`src/rtl/dp_controller_if.sv`:
```
// Bundle between the control FSM and its instruction memory / datapath.
// master = controller side, slave = memory/datapath side.
interface dp_controller_if #(
    parameter int M   = 3,
    parameter int N   = 8,
    parameter int PCW = 8
);
    logic [15:0]    instr;
    logic           imem_ack;
    logic           o_flag;
    logic           z_flag;
    logic           n_flag;
    logic [PCW-1:0] pc;
    logic           imem_req;
    logic [M-1:0]   waddr;
    logic [M-1:0]   ra;
    logic [M-1:0]   rb;
    logic [2:0]     op;
    logic           ie;
    logic           write;
    logic           reada;
    logic           readb;
    logic           en;
    logic           oe;
    logic [N-1:0]   offset;
    logic           bypassa;
    logic           bypassb;
    logic           dm_addr_le;
    logic           dm_we;
    logic           dm_re;
    logic           halted;

    modport master (
        input  instr, imem_ack, o_flag, z_flag, n_flag,
        output pc, imem_req, waddr, ra, rb, op, ie, write,
        output reada, readb, en, oe, offset, bypassa, bypassb,
        output dm_addr_le, dm_we, dm_re, halted
    );

    modport slave (
        output instr, imem_ack, o_flag, z_flag, n_flag,
        input  pc, imem_req, waddr, ra, rb, op, ie, write,
        input  reada, readb, en, oe, offset, bypassa, bypassb,
        input  dm_addr_le, dm_we, dm_re, halted
    );
endinterface

```
`src/rtl/dp_controller.sv`:
```
// Multi-cycle fetch/decode/execute controller for the 16-bit ISA,
// driving register-file/ALU datapath controls and a data-memory port.
module dp_controller #(
    parameter int M   = 3,
    parameter int N   = 8,
    parameter int PCW = 8
) (
    input  logic clk,
    input  logic rst,
    dp_controller_if.master bus
);
    typedef enum logic [3:0] {
        S_FETCH, S_DECODE, S_EXEC, S_WB, S_MADDR,
        S_MLOAD, S_EXEC2, S_MSTORE, S_HALT
    } state_t;

    state_t         state, state_nx;
    logic [PCW-1:0] pc_q, pc_nx;
    logic [15:0]    ir;
    logic           sv_o, sv_z, sv_n;

    logic [3:0]        opc;
    logic [2:0]        rd, rs1, rs2;
    logic signed [7:0] simm;
    logic is_alu, is_nop, is_ld, is_st, is_ldi, is_hlt, is_br, is_mem;
    logic taken;

    assign opc  = ir[15:12];
    assign rd   = ir[11:9];
    assign rs1  = ir[8:6];
    assign rs2  = ir[5:3];
    assign simm = ir[7:0];

    assign is_nop = (opc == 4'b0111);
    assign is_alu = !opc[3] && !is_nop;
    assign is_ld  = (opc == 4'b1000);
    assign is_st  = (opc == 4'b1001);
    assign is_ldi = (opc == 4'b1010);
    assign is_hlt = (opc == 4'b1011);
    assign is_br  = (opc[3:2] == 2'b11);
    assign is_mem = is_ld || is_st;

    // Branches test the controller's saved flags, not the live datapath ones
    always_comb begin
        taken = 1'b0;
        unique case (opc[1:0])
            2'b00: taken = sv_z;
            2'b01: taken = sv_n;
            2'b10: taken = sv_o;
            2'b11: taken = 1'b1;
        endcase
    end

    always_ff @(posedge clk) begin
        if (rst) begin
            state <= S_FETCH;
            pc_q  <= '0;
            ir    <= '0;
            sv_o  <= 1'b0;
            sv_z  <= 1'b0;
            sv_n  <= 1'b0;
        end else begin
            state <= state_nx;
            pc_q  <= pc_nx;
            if (state == S_FETCH && bus.imem_ack)
                ir <= bus.instr;
            if (state == S_WB && is_alu) begin
                sv_o <= bus.o_flag;
                sv_z <= bus.z_flag;
                sv_n <= bus.n_flag;
            end
        end
    end

    always_comb begin
        pc_nx = pc_q;
        if (state == S_DECODE) begin
            if (is_br && taken)
                pc_nx = pc_q + PCW'(simm);
            else
                pc_nx = pc_q + PCW'(1);
        end
    end

    always_comb begin
        state_nx = state;
        unique case (state)
            S_FETCH:
                if (bus.imem_ack) state_nx = S_DECODE;
            S_DECODE:
                unique case (1'b1)
                    is_hlt:          state_nx = S_HALT;
                    is_br || is_nop: state_nx = S_FETCH;
                    default:         state_nx = S_EXEC;
                endcase
            S_EXEC:   state_nx = is_mem ? S_MADDR : S_WB;
            S_WB:     state_nx = S_FETCH;
            S_MADDR:  state_nx = is_ld ? S_MLOAD : S_EXEC2;
            S_MLOAD:  state_nx = S_FETCH;
            S_EXEC2:  state_nx = S_MSTORE;
            S_MSTORE: state_nx = S_FETCH;
            S_HALT:   state_nx = S_HALT;
            default:  state_nx = S_FETCH;
        endcase
    end

    // Outputs are forced quiet while rst is held so an abort never leaks a write
    always_comb begin
        bus.pc         = '0;
        bus.imem_req   = 1'b0;
        bus.waddr      = '0;
        bus.ra         = '0;
        bus.rb         = '0;
        bus.op         = 3'b000;
        bus.ie         = 1'b0;
        bus.write      = 1'b0;
        bus.reada      = 1'b0;
        bus.readb      = 1'b0;
        bus.en         = 1'b0;
        bus.oe         = 1'b0;
        bus.offset     = '0;
        bus.bypassa    = 1'b0;
        bus.bypassb    = 1'b0;
        bus.dm_addr_le = 1'b0;
        bus.dm_we      = 1'b0;
        bus.dm_re      = 1'b0;
        bus.halted     = 1'b0;
        if (!rst) begin
            bus.pc = pc_q;
            unique case (state)
                S_FETCH: bus.imem_req = 1'b1;
                S_EXEC:
                    unique case (1'b1)
                        is_ldi: begin
                            bus.bypassa = 1'b1;
                            bus.offset  = N'(simm);
                            bus.op      = 3'b110;
                            bus.en      = 1'b1;
                        end
                        is_mem: begin
                            bus.ra    = M'(rs1);
                            bus.reada = 1'b1;
                            bus.op    = 3'b110;
                            bus.en    = 1'b1;
                        end
                        default: begin
                            bus.ra    = M'(rs1);
                            bus.rb    = M'(rs2);
                            bus.reada = 1'b1;
                            bus.readb = 1'b1;
                            bus.op    = opc[2:0];
                            bus.en    = 1'b1;
                        end
                    endcase
                S_WB: begin
                    bus.waddr = M'(rd);
                    bus.write = 1'b1;
                end
                S_MADDR: begin
                    bus.oe         = 1'b1;
                    bus.dm_addr_le = 1'b1;
                end
                S_MLOAD: begin
                    bus.dm_re = 1'b1;
                    bus.ie    = 1'b1;
                    bus.write = 1'b1;
                    bus.waddr = M'(rd);
                end
                S_EXEC2: begin
                    bus.ra    = M'(rs2);
                    bus.reada = 1'b1;
                    bus.op    = 3'b110;
                    bus.en    = 1'b1;
                end
                S_MSTORE: begin
                    bus.oe    = 1'b1;
                    bus.dm_we = 1'b1;
                end
                S_HALT: bus.halted = 1'b1;
                default: ;
            endcase
        end
    end
endmodule

```
`src/flat_wrapper.sv`:
```
// flat-port wrapper written by rule: the top's interface ports become plain ports
module dp_controller_flat 
#(
    parameter int M   = 3,
    parameter int N   = 8,
    parameter int PCW = 8
)
  (clk, rst, bus_instr, bus_imem_ack, bus_o_flag, bus_z_flag, bus_n_flag, bus_pc, bus_imem_req, bus_waddr, bus_ra, bus_rb, bus_op, bus_ie, bus_write, bus_reada, bus_readb, bus_en, bus_oe, bus_offset, bus_bypassa, bus_bypassb, bus_dm_addr_le, bus_dm_we, bus_dm_re, bus_halted);
  dp_controller_if #(.M(M), .N(N), .PCW(PCW)) bus_i ();
  input  logic clk;
  input  logic rst;
  input wire logic [$bits(bus_i.instr)-1:0] bus_instr;
  input wire logic [$bits(bus_i.imem_ack)-1:0] bus_imem_ack;
  input wire logic [$bits(bus_i.o_flag)-1:0] bus_o_flag;
  input wire logic [$bits(bus_i.z_flag)-1:0] bus_z_flag;
  input wire logic [$bits(bus_i.n_flag)-1:0] bus_n_flag;
  output wire logic [$bits(bus_i.pc)-1:0] bus_pc;
  output wire logic [$bits(bus_i.imem_req)-1:0] bus_imem_req;
  output wire logic [$bits(bus_i.waddr)-1:0] bus_waddr;
  output wire logic [$bits(bus_i.ra)-1:0] bus_ra;
  output wire logic [$bits(bus_i.rb)-1:0] bus_rb;
  output wire logic [$bits(bus_i.op)-1:0] bus_op;
  output wire logic [$bits(bus_i.ie)-1:0] bus_ie;
  output wire logic [$bits(bus_i.write)-1:0] bus_write;
  output wire logic [$bits(bus_i.reada)-1:0] bus_reada;
  output wire logic [$bits(bus_i.readb)-1:0] bus_readb;
  output wire logic [$bits(bus_i.en)-1:0] bus_en;
  output wire logic [$bits(bus_i.oe)-1:0] bus_oe;
  output wire logic [$bits(bus_i.offset)-1:0] bus_offset;
  output wire logic [$bits(bus_i.bypassa)-1:0] bus_bypassa;
  output wire logic [$bits(bus_i.bypassb)-1:0] bus_bypassb;
  output wire logic [$bits(bus_i.dm_addr_le)-1:0] bus_dm_addr_le;
  output wire logic [$bits(bus_i.dm_we)-1:0] bus_dm_we;
  output wire logic [$bits(bus_i.dm_re)-1:0] bus_dm_re;
  output wire logic [$bits(bus_i.halted)-1:0] bus_halted;
  assign bus_i.instr = bus_instr;
  assign bus_i.imem_ack = bus_imem_ack;
  assign bus_i.o_flag = bus_o_flag;
  assign bus_i.z_flag = bus_z_flag;
  assign bus_i.n_flag = bus_n_flag;
  assign bus_pc = bus_i.pc;
  assign bus_imem_req = bus_i.imem_req;
  assign bus_waddr = bus_i.waddr;
  assign bus_ra = bus_i.ra;
  assign bus_rb = bus_i.rb;
  assign bus_op = bus_i.op;
  assign bus_ie = bus_i.ie;
  assign bus_write = bus_i.write;
  assign bus_reada = bus_i.reada;
  assign bus_readb = bus_i.readb;
  assign bus_en = bus_i.en;
  assign bus_oe = bus_i.oe;
  assign bus_offset = bus_i.offset;
  assign bus_bypassa = bus_i.bypassa;
  assign bus_bypassb = bus_i.bypassb;
  assign bus_dm_addr_le = bus_i.dm_addr_le;
  assign bus_dm_we = bus_i.dm_we;
  assign bus_dm_re = bus_i.dm_re;
  assign bus_halted = bus_i.halted;
  dp_controller #(.M(M), .N(N), .PCW(PCW)) u_core (.clk(clk), .rst(rst), .bus(bus_i));
endmodule
```
`config.mk`:
```
export PLATFORM = sky130hd
export DESIGN_NAME = dp_controller_flat
export DESIGN_NICKNAME = d
export VERILOG_FILES = /design/src/rtl/dp_controller_if.sv /design/src/rtl/dp_controller.sv /design/src/flat_wrapper.sv
export SDC_FILE = /design/constraint.sdc
export NUM_CORES = 1
export LEC_CHECK = 0
export BUFFER_PORTS_ARGS = -buffer_cell sky130_fd_sc_hd__buf_2
export CORE_MARGIN = 2
export CORE_UTILIZATION = 25
export DETAILED_ROUTE_END_ITERATION = 8
export SLEW_MARGIN = 40
export SYNTH_ARGS = -nofsm -noshare
export SYNTH_HDL_FRONTEND = slang
export SYNTH_SLANG_ARGS = --single-unit
```
`constraint.sdc`:
```
create_clock -name clk -period 2.72 [get_ports clk]
set_input_delay 0 -clock clk [delete_from_list [all_inputs] [get_ports clk]]
set_output_delay 0 -clock clk [all_outputs]
set_load 0.03 [all_outputs]
```
## Word-level counts from Yosys, hierarchy flattened

Cells that the tools add are included.

| storage, ports and cells | value |
|---|---|
| output and inout bits | 41 |
| flip-flop bits (word level) | 31 |
| input bits | 22 |

| cells by class | value |
|---|---|
| equality and inequality tests | 18 |
| $add $sub $neg | 2 |
| multiplexer cells | 47 |
| reductions and logical operators | 14 |

Operators by type and width:

| kind | number |
|---|---|
| 2-to-1 mux 8 bit | 5 |
| 2-to-1 mux 3 bit | 10 |
| 2-to-1 mux 1 bit | 24 |
| one-hot mux 4 bit (6 select lines) | 1 |
| == test 4 x 3 -> 1 bit (second input constant) | 5 |
| == test 4 bit (second input constant) | 5 |
| one-hot mux 3 bit (2 select lines) | 2 |
| adder 8 x 1 -> 8 bit (second input constant) | 1 |
| adder 8 bit | 1 |
| == test 4 x 2 -> 1 bit (second input constant) | 2 |
| one-hot mux 4 bit (2 select lines) | 1 |
| OR reduction 2 bit | 4 |
| == test 2 bit (second input constant) | 3 |
| == test 4 x 1 -> 1 bit (second input constant) | 1 |
| logical AND 1 bit | 4 |
| zero test 4 bit | 1 |
| 2-to-1 mux 4 bit | 1 |
| one-hot mux 1 bit (4 select lines) | 1 |
| == test 2 x 1 -> 1 bit (second input constant) | 1 |
| zero test 1 bit | 2 |
| zero test 2 bit | 1 |
| logical OR 1 bit | 2 |
| 2-to-1 mux 2 bit | 1 |
| != test 2 bit (second input constant) | 1 |
| one-hot mux 1 bit (2 select lines) | 1 |

## Logic depth before layout (Yosys ltp)

Gate-level depths: netlist of run 1.

| logic depth | value |
|---|---|
| depth after elaboration | 6 |
| gate-level depth with buffers | 12 |
| depth with buffers taken out | 11 |

## Worst setup path after synthesis of run 1

No wires, ideal clock.

| path | value |
|---|---|
| kind | reg2reg |
| start point | register u_core.ir[12] |
| end point | register u_core.pc_q[7] |
| arrival time | 2.336 ns |
| required time | 2.597 ns |
| stages on the path, launching flop included | 11 |
| path slack | 0.260 ns |
| cell sequence | dfxtp_1 clkbuf_2 nor3b_1 a211oi_4 and2_2 ha_1 a21oi_1 a21oi_1 and3b_1 mux2i_1 mux2_1 |

| on the way | value |
|---|---|
| word-level cells in the longest chain between the ends | 4 |
| elaborated cells on any way between the ends | 7 |
| classes of those cells | 3 x eq/ne; 2 x mux; 2 x reduce/logical |

RTL lines:

| element | line | source |
|---|---|---|
| start: declaration | dp_controller.sv:19 | `logic [15:0] ir;` |
| start signal: assignment | dp_controller.sv:66 | `ir <= bus.instr;` |
| == test 2 bit (tied with other cells) | dp_controller.sv:46 | `unique case (opc[1:0])` |
| one-hot mux 1 bit (4 select lines) * | dp_controller.sv:46 |  |
| logical AND 1 bit * | dp_controller.sv:78 | `if (is_br && taken)` |
| 2-to-1 mux 8 bit * | dp_controller.sv:78 |  |
| end signal: assignment | dp_controller.sv:64 | `pc_q <= pc_nx;` |
| end: declaration | dp_controller.sv:18 | `logic [PCW-1:0] pc_q, pc_nx;` |

Every way passes the cells marked *; elsewhere a longest branch is shown, timed or not.
A chain may end at the register's enable or synchronous reset.

## Final worst setup path of run 1

| path | value |
|---|---|
| start point | register u_core.ir[13] |
| end point | register u_core.pc_q[7] |

The elaborated chain is that of the path after synthesis.

==> impl_metrics.csv, run 1 <==
group,metric,value,unit
routing,dr.pass1.iters,4,
cells_and_area,n_fill_cell,850,
routing,drtIter0Drc,152,
min_path,min_path_cells,3,
worst_setup_path,cp_cell_sequence,"mux2i_2 -> a211oi_4 -> buf_4 -> and2_2 -> ha_1 -> a21o_1 -> nand3_1 -> and3b_1 -> mux2i_1 -> mux2_1",
sta,worst_pin_slew,0.719,ns
cells_and_area,syn2layout_area_growth,36.1,%
power,p_leak,0.00124,uW
yosys,synth_top_area_share,31.4,%
routing,wl_per_cell,12.9,um
worst_setup_path,path_max_fanout,6,
yosys,synthArstFlopShare,0,%
worst_setup_path,slowest_delay,0.39,ns
routing,drc,0,
cells_and_area,seq_area,622,um^2
worst_setup_path,reg2reg_from,"u_core.ir[13]",
clock_network,cts.sinks,31,
cells_and_area,multiInputGateArea,1240,um^2
yosys,syn_inst,262,
worst_setup_path,r2r_cells,10,
routing,antenna_left,0,
die,boundaryPins,63,
yosys,yosysUniqueCellTypes,49,
cells_and_area,diodes,0,
yosys,ys_seq_elements,31,
power,power_per_cell_area,450,nW/um^2
place,dp_hpwl,4.11,mm
sta,skew,0.0108,ns
place,routabilityCongestion,0.910,
routing,met2_length,2.85,mm
power,irDropWorstVdd,0.203,mV
routing,wl,5.72,mm
cells_and_area,nNetsFinal,369,
worst_setup_path,crit_arrival,2.77,ns
yosys,netlist_area,1970,um^2
run,maxCapViolCount,0,
die,core,7690,um^2
routing,num_vias,2025,
sta,drv_slew,0,
routing,vias_per_cell,4.58,
yosys,yosysTopAreaCell,"dfxtp_1",
yosys,postSynthAreaPerCell,7.54,um^2
global_route,grt_antenna_before_repair,0,
worst_setup_path,worst_ep_required_time,2.90,ns
place,io_buffer_count,61,
sta,rsz0062_at_grt,"no",
worst_setup_path,end_kind,"register",
die,row_count,32,
global_route,grt_max_degree,40,
die,dieHeight,92.9,um
sta,timing.final.crit_period,2.59,ns
routing,wl_met1,2.57,mm
clock_network,htreeDepth,2,
die,dieArea,8620,um^2
yosys,synth_edf_count,0,
cells_and_area,drive_gt1_share,25.9,%
worst_setup_path,r2r_setup_slack,0.13,ns
sta,slew_headroom,51.9,%
worst_setup_path,rr_endpoint,"u_core.pc_q[7]",
clock_network,cts_buffers,5,
cells_and_area,final_core_utilization,35.0,%
yosys,synth.area.top_cells,"dfxtp_1, nand2_1, a21oi_1",
yosys,synth_nets,292,
die,start_util,25.7,%
clock_network,tritoncts,"yes",
routing,top_layer_used,"met4",
min_path,worst_hold_path.endpoint,"u_core.sv_n",
min_path,min_from,"rst",
yosys,ys_seq_area_share,31.4,%
yosys,synthFlopType,"dfxtp_1",
die,die_w,92.9,um
sta,finalCritPeriodShare,95.4,%
worst_setup_path,crit_slowest_cell,"dfxtp_2",
sta,tns,0,ns
global_route,grtUsageTotal,13.5,%
yosys,yosysWarnings,0,
outcome,status,"finished clean",
min_path,hold_path.class,"in2reg",
global_route,grt_pass1_vias,1909,
sta,finalSetupViolCount,0,
clock_network,clockRootBuffer,"clkbuf_8",
sta,fmax,386,MHz
global_route,grt_pass1_wl,9.20,mm
sta,hold_viol,0,
power,p_total,1210,uW
clock_network,cts_buffer_depth,2,
worst_setup_path,criticalPathCategory,"reg2reg",
global_route,grt_overflow_total,0,
clock_network,clk_latency,0.30,ns
clock_network,clk_pin_slew,0.07,ns
worst_setup_path,cp-start-kind,"register",
routing,wl_met3,216,um
## what timing repair did
item,in CTS,in global routing
setup buffers,0,1
hold buffers,19,0
endpoints found under the hold margin,19,0
setup endpoints to repair,0,2
gates resized for setup,0,3
## Yosys cell counts (2+ instances only)
master	number
nand3b_1	2
nor4_1	2
and2_2	5
inv_1	11
a21o_1	2
o211ai_1	2
nor3_1	6
a211oi_1	2
a22oi_1	4
and4_1	2
o31ai_1	3
buf_2	5
ha_1	7
xor2_1	3
buf_4	2
dfxtp_1	31
a21oi_1	25
clkbuf_1	7
mux2i_1	5
nand4_1	3
nor2b_1	10
or3_1	3
nand3_1	8
a31oi_1	3
and2_1	15
nand2_1	49
and3_1	2
nor2_1	21
nand2b_1	2
## flip-flops by register name, indices dropped and copies added (netlist names)
name          flops
u_core.sv_o       1
u_core.sv_z       1
u_core.sv_n       1
u_core.ir        16
u_core.pc_q       8
u_core.state      4
## layout by cell type, fill, tap and decap left out, types with 2 or more instances in the layout
cell	count
buf_2	61
nand2_1	49
dfxtp_1	30
a21oi_1	25
nor2_1	21
dlygate4sd3_1	19
and2_1	15
inv_1	11
nor2b_1	10
nand3_1	8
ha_1	7
nor3_1	6
clkbuf_8	6
buf_4	6
and2_2	5
a22oi_1	4
mux2i_1	4
or3_1	3
xor2_1	3
a31oi_1	3
o31ai_1	3
nand4_1	3
nor3b_2	2
nand2b_1	2
and4_1	2
and3_1	2
nor4_1	2
nand3b_1	2
o211ai_1	2
a21o_1	2
a211oi_1	2
## layout make-up
class / count / share of cell area (%)
timing repair buffer: 86 / 20.1
sequential: 31 / 23.1
inverter: 11 / 1.54
multi-input combinational: 204 / 46.1
clock inverter: 2 / 1.30
clock buffer: 6 / 3.07
tap: 102 / 4.75
## worst max-delay path by stage
| stage | start | to | slack [ns] | depth (start not counted) |
|---|---|---|---|---|
| after floorplan | u_core.ir[12] | u_core.pc_q[7] | 0.26 | 10 |
| after global placement | u_core.ir[13] | u_core.pc_q[6] | 0.21 | 11 |
| after detailed placement | u_core.ir[13] | u_core.pc_q[6] | 0.08 | 11 |
| after CTS | u_core.ir[13] | u_core.pc_q[6] | 0.04 | 11 |
| after global routing | u_core.ir[13] | u_core.pc_q[7] | 0.008 | 10 |
| final | u_core.ir[13] | u_core.pc_q[7] | 0.13 | 10 |
## worst max-delay path, delay by kind of cell (launching register included)
kind	cells	cell delay, ns
mux	3	0.82
compound gates	2	0.33
buf+inv	1	0.17
simple gates	3	0.44
fa+ha+maj	1	0.34
flops	1	0.39
## stage by stage
step                      instance area [um^2]  setup WS [ns]  hold slack, ns  cells
after floorplan                           1970          0.260           0.136    262
after global placement                    2360          0.215           0.242    414
after detailed placement                  2360         0.0823           0.248    414
after CTS                                 2670         0.0446           0.250    441
after global routing                      2690        0.00799           0.276    442
final                                     2690          0.126           0.240    442
## power by group
group / leakage [uW] / internal [uW] / switching (uW) / total [uW]
logic: 0.000929 / 87.7 / 128 / 216
registers: 0.000253 / 481 / 32.1 / 514
clock network: 0.0000612 / 296 / 184 / 480
## metal layers
metal / GRT usage, % / vias to the layer above
met5: 0 / -
met4: 4.41 / 0
met3: 3.17 / 7
met2: 23.4 / 45
met1: 16.5 / 930
li1: - / 1043
## kinds of logic after synthesis
group                      after synthesis  synth area share, %
AOI/OAI and AO/OA                       47                 15.1
xor gates and xnor gates                 4                 1.77
adders and majority gates                8                 5.45
buffers and inverters                   27                 6.27
DFF                                     31                 31.4
muxes                                    6                 3.11
other                                    1                0.190
and+or+nand+nor                        138                 36.7
(Power assumes the default switching activity.)
==> run 2: changes to the inputs <==
- CAP_MARGIN: unset -> 20
- CORE_UTILIZATION: 25 -> 45
- PLACE_DENSITY: unset -> 0.72
==> run 2 against run 1 <==
Effect of this change:
- utilization grew 27 points
- routed wire length is 5.3% lower
- global-route usage grew 8.4 points
- fmax is 1.9% higher
- design area down 1.5%
- clock skew decreased by 0.0017 ns
- worst setup slack improved by 0.049 ns
- via count grew 2.9%
- first-iteration DRC count fell by 13%
- critical endpoint is now u_core.pc_q[6]
==> impl_metrics.csv, run 2 (same netlist as run 1, synthesis figures left out) <==
group,metric,value,unit
place,post-place-ws,0.0695,ns
cells_and_area,final_cell_mix,"buf_2, nand2_1, dfxtp_1",
clock_network,clk_pin_slew,0.07,ns
worst_setup_path,slowest_delay,0.38,ns
sta,finalSetupViolCount,0,
power,power_report.internal_total,865,uW
worst_setup_path,path_max_fanout,6,
global_route,grt_pass1_vias,1908,
power,pwr-share-seq,42.8,%
min_path,hold_path.class,"in2reg",
cells_and_area,top_register,"u_core.ir",
worst_setup_path,crit_buf_inv,1,
die,die_w,70.2,um
place,routabilityCongestion,0.845,
global_route,grt_antenna_before_repair,0,
outcome,status,"finished clean",
clock_network,htreeDepth,2,
clock_network,cts.sinks,31,
cells_and_area,nNetsFinal,368,
power,irDropWorstVdd,0.266,mV
die,start_util,46.0,%
die,boundaryPins,63,
global_route,grt_pass1_wl,8.63,mm
place,io_buffer_count,61,
worst_setup_path,crit_slowest_cell,"dfxtp_4",
sta,skew,0.00911,ns
power,p_total,1210,uW
sta,finalCritPeriodShare,93.6,%
routing,antenna_left,0,
cells_and_area,final_core_utilization,61.6,%
sta,hold_viol,0,
worst_setup_path,reg2reg_from,"u_core.ir[13]",
cells_and_area,largest_register_ffs,16,
worst_setup_path,criticalPathCategory,"reg2reg",
clock_network,cts_buffer_depth,2,
sta,fmax,393,MHz
power,power_per_cell_area,456,nW/um^2
routing,drc,0,
sta,fin_ws,0.175,ns
routing,drtIter0Drc,133,
routing,wl,5.41,mm
die,dieHeight,70.2,um
min_path,min_path_cells,3,
place,dp_cells,362,
global_route,grt_overflow_total,0,
global_route,grt_max_degree,41,
min_path,min_from,"rst",
die,core,4290,um^2
sta,drv_slew,0,
global_route,grtUsageTotal,22.0,%
power,p_comb_share,17.4,%
run,maxCapViolCount,0,
min_path,worst_hold_path.endpoint,"u_core.sv_n",
sta,timing.final.crit_period,2.54,ns
cells_and_area,syn2layout_area_growth,34.0,%
routing,num_vias,2084,
worst_setup_path,cp_cell_sequence,"mux2i_4 -> a211oi_4 -> or2b_1 -> ha_1 -> inv_1 -> fa_2 -> nor2b_1 -> o21a_1 -> o211ai_1 -> and4_1 -> o41ai_2",
routing,dr.pass1.iters,4,
worst_setup_path,rr_endpoint,"u_core.pc_q[6]",
worst_setup_path,r2r_cells,11,
sta,hold_ws,0.230,ns
sta,worst_pin_slew,0.708,ns
worst_setup_path,r2r_setup_slack,0.18,ns
place,dp_hpwl,3.66,mm
die,dieArea,4930,um^2
cells_and_area,final_common_cell,"buf_2",
power,netSwitchingFraction,28.4,%
routing,vias_per_cell,5.33,
clock_network,tritoncts,"yes",
cells_and_area,largestRegisters,"u_core.ir: 16 flops, u_core.pc_q: 8 flops, u_core.state: 4 flops",
power,p_switching,343,uW
cells_and_area,diodes,0,
worst_setup_path,end_kind,"register",
sta,slew_headroom,52.7,%
worst_setup_path,worst_ep_required_time,2.89,ns
clock_network,cts_buffers,5,
die,row_count,24,
clock_network,clockRootBuffer,"clkbuf_8",
power,p_leak,0.00124,uW
cells_and_area,final_cells,391,
power,pwr-share-clk,39.7,%
cells_and_area,drive_gt1_share,26.5,%
clock_network,clk_latency,0.29,ns
routing,wl_per_cell,13.8,um
worst_setup_path,cp-start-kind,"register",
worst_setup_path,crit_arrival,2.71,ns
worst_setup_path,crit_family,"compound AO/OA/AOI/OAI gates",
## run 2: cell count changes in the layout (fill, tap and decap cells not counted), sizes merged
cell  change
buf       -1
## run 2: what timing repair did
action | CTS | global route
endpoints found under the hold margin | 19 | 0
pin swaps | 1 | 4
gates cloned | 0 | 0
setup endpoints to repair | 1 | 3
resized for setup | 0 | 9
hold buffers | 19 | 0
setup buffers | 0 | 2
## run 2: metrics by stage
stage	cell area, um^2	TNS [ns]
after floorplan	1970	0
after global placement	2280	0
after detailed placement	2280	0
after CTS	2590	0
after global routing	2650	-0.0178
final	2650	0
## run 2: routing by layer
metal / vias to the layer above / wire length (um) / part of all wire (%) / GRT usage (%)
met1: 974 / 2440 / 45 / 28.5
met2: 50 / 2650 / 49 / 35.7
met5: - / 0 / 0 / 0
li1: 1047 / - / - / -
met3: 13 / 215 / 4.0 / 4.47
met4: 0 / 108 / 2.0 / 8.55
## run 2: worst reg2reg max path: cells and delay by family (launching register included)
family,cells,cell delay (ns)
mux,1,0.19
compound gates,4,0.79
buf+inv,1,0.07
flops,1,0.38
fa+ha+maj,2,0.40
simple gates,3,0.58
## run 2: area by class of cell
| cell class | instances | area, um^2 |
|---|---|---|
| clock buffers | 6 | 82.6 |
| clock inverters | 2 | 35.0 |
| fillers | 402 | 1650 |
| inverters | 11 | 41.3 |
| multi-input cells | 204 | 1260 |
| flip-flops and latches | 31 | 626 |
| well taps | 52 | 65.1 |
| repair buffers | 85 | 533 |
## run 2: worst max-delay path by stage
stage                        from             end  slack, ns  cells after the start
finish              u_core.ir[13]  u_core.pc_q[6]       0.18                     11
global route        u_core.ir[13]  u_core.pc_q[6]      -0.02                     11
CTS                 u_core.ir[12]  u_core.pc_q[6]       0.01                     11
detailed placement  u_core.ir[13]  u_core.pc_q[6]       0.07                     11
global placement    u_core.ir[12]  u_core.pc_q[7]       0.18                      9
floorplan           u_core.ir[12]  u_core.pc_q[7]       0.26                     10
## run 2: power by group through the flow
stage	logic [uW]	registers, uW	clock network, uW
final	210	518	480
after global routing	232	522	501
after CTS	206	515	485
after detailed placement	185	525	0
after global placement	181	525	0
after floorplan	145	508	0
==> run 3: changes to the inputs <==
- BUFFER_PORTS_ARGS: -buffer_cell sky130_fd_sc_hd__buf_2 -> unset
- CORE_ASPECT_RATIO: unset -> 1.75
- DONT_BUFFER_PORTS: unset -> 1
- PLACE_DENSITY: 0.72 -> unset
- SETUP_SLACK_MARGIN: unset -> 0.02
==> run 3 against run 2 <==
Effect of this change:
- sequential cell count stayed put
- design area is 9.3% lower
- via count is 6.6% lower
- routed wire length is 8.3% higher
- worst hold slack worse by 0.22 ns
- largest power group unchanged
- highest routed layer unchanged
- utilization is 4.3 points lower
- fmax hardly changed
==> impl_metrics.csv, run 3 (same netlist as run 1, synthesis figures left out) <==
group,metric,value,unit
min_path,hold_path.class,"in2reg",
place,post-place-ws,0.0860,ns
cells_and_area,largestRegisters,"u_core.ir: 16 flops, u_core.pc_q: 8 flops, u_core.state: 4 flops",
sta,finalSetupViolCount,0,
worst_setup_path,crit_slowest_cell,"dfxtp_4",
die,boundaryPins,63,
place,io_buffer_count,0,
sta,finalCritPeriodShare,93.5,%
die,die_w,54.1,um
routing,drtIter0Drc,78,
cells_and_area,multiInputGateArea,1270,um^2
global_route,grt_max_degree,28,
die,start_util,47.1,%
worst_setup_path,path_max_fanout,6,
die,dieHeight,91.6,um
clock_network,clockRootBuffer,"clkbuf_8",
outcome,status,"finished clean",
power,irDropWorstVdd,0.359,mV
die,core,4190,um^2
cells_and_area,final_common_cell,"nand2_1",
die,row_count,31,
cells_and_area,seq_area,624,um^2
global_route,grtUsageTotal,25.7,%
run,maxCapViolCount,0,
cells_and_area,diodes,0,
sta,fmax,393,MHz
routing,antenna_left,0,
worst_setup_path,cp-startpoint,"u_core.ir[13]",
sta,fin_ws,0.178,ns
cells_and_area,syn2layout_area_growth,21.6,%
worst_setup_path,criticalPathCategory,"reg2reg",
clock_network,clk_latency,0.28,ns
worst_setup_path,r2r_setup_slack,0.18,ns
cells_and_area,nNetsFinal,320,
routing,num_vias,1946,
cells_and_area,drive_gt1_share,14.4,%
min_path,worst_hold_path.endpoint,"u_core.state[1]",
sta,slew_headroom,53.5,%
global_route,grt_overflow_total,0,
place,dp_hpwl,4.10,mm
clock_network,cts_buffer_depth,2,
sta,hold_viol,0,
worst_setup_path,slowest_delay,0.37,ns
sta,skew,0.0119,ns
routing,dr.pass1.iters,4,
clock_network,htreeDepth,2,
routing,wl_per_cell,17.2,um
power,power_per_cell_area,448,nW/um^2
worst_setup_path,cp_cell_sequence,"mux2i_4 -> a211oi_4 -> buf_4 -> and2_2 -> ha_4 -> a21o_1 -> nand3_1 -> and3b_1 -> mux2i_1 -> mux2_1",
min_path,min_path_cells,3,
sta,tns,0,ns
cells_and_area,final_cell_mix,"nand2_1, dfxtp_1, a21oi_1",
cells_and_area,largest_register_ffs,16,
worst_setup_path,reg2reg_from,"u_core.ir[13]",
cells_and_area,n_fill_cell,401,
cells_and_area,final_cells,340,
sta,rsz0062_at_grt,"no",
place,routabilityCongestion,0.798,
clock_network,cts_buffers,5,
power,p_leak,0.000986,uW
clock_network,clk_pin_slew,0.07,ns
worst_setup_path,worst_ep_required_time,2.88,ns
min_path,min_from,"rst",
die,dieArea,4950,um^2
global_route,grt_pass1_wl,9.36,mm
sta,worst_pin_slew,0.700,ns
cells_and_area,final_core_utilization,57.3,%
worst_setup_path,r2r_cells,10,
worst_setup_path,crit_arrival,2.70,ns
sta,timing.final.crit_period,2.54,ns
worst_setup_path,cp-start-kind,"register",
sta,drv_slew,0,
routing,wl,5.86,mm
global_route,grt_antenna_before_repair,0,
routing,drc,0,
cells_and_area,top_register,"u_core.ir",
routing,vias_per_cell,5.72,
clock_network,tritoncts,"yes",
global_route,grt_pass1_vias,1922,
worst_setup_path,end_kind,"register",
worst_setup_path,rr_endpoint,"u_core.pc_q[7]",
clock_network,cts.sinks,31,
place,dp_cells,309,
run 3: changes by cell type in the layout (fill, tap and decap cells not counted), sizes merged:
cell,previous run,this run
clkbuf,6,7
buf,66,18
bufinv,1,0
run 3: layout make-up:
class,instances,share of cell area (%)
Sequential cell,31,26.0
Clock buffer,7,3.18
Clock inverter,1,0.208
Timing Repair Buffer,37,13.4
Inverter,11,1.72
Tap cell,49,2.55
Multi-Input combinational cell,204,52.9
run 3: layer usage:
layer  vias up  GRT usage [%]  part of all wire [%]
met5         -              0                     0
met4         0           12.3                   3.4
met3        17           4.89                   5.2
met2        69           44.6                    54
met1       917           28.5                    37
li1        943              -                     -
run 3: per-stage QoR:
stage / instance area [um^2] / total power [uW] / hold WS, ns
2_1_floorplan: 1970 / 652 / 0.136
3_3_place_gp: 2060 / 695 / 0.0747
3_5_place_dp: 2060 / 696 / 0.0769
4_1_cts: 2340 / 1070 / 0.00604
5_1_grt: 2400 / 1120 / 0.0521
6_report: 2400 / 1080 / 0.00611
run 3: how the worst max path moves through the flow:
stage / slack (ns) / depth (start not counted) / endpoint
floorplan: 0.26 / 10 / u_core.pc_q[7]
global placement: 0.14 / 11 / u_core.pc_q[6]
detailed placement: 0.09 / 11 / u_core.pc_q[6]
CTS: 0.05 / 11 / u_core.pc_q[6]
global route: 0.04 / 11 / u_core.pc_q[6]
finish: 0.18 / 10 / u_core.pc_q[7]
run 3: report_power, final:
part / internal, uW / leakage (uW) / switching (uW)
sequential: 481 / 0.000254 / 24.1
clock: 179 / 0.0000422 / 173
combinational: 82.9 / 0.000690 / 135
total: 743 / 0.000986 / 332
run 3: critical path, delay by kind of cell (launching register included):
| family | cells | cell delay [ns] |
|---|---|---|
| AOI/OAI and AO/OA | 2 | 0.51 |
| adders and majority gates | 1 | 0.21 |
| buffers and inverters | 1 | 0.18 |
| DFF | 1 | 0.37 |
| muxes | 3 | 0.75 |
| and+or+nand+nor | 3 | 0.41 |
run 3: what timing repair did:
action	4_1_cts	5_1_grt
endpoints found under the hold margin	27	0
endpoints found under the setup margin	0	3
hold buffers	20	0
resized for setup	0	10
setup buffers	0	3
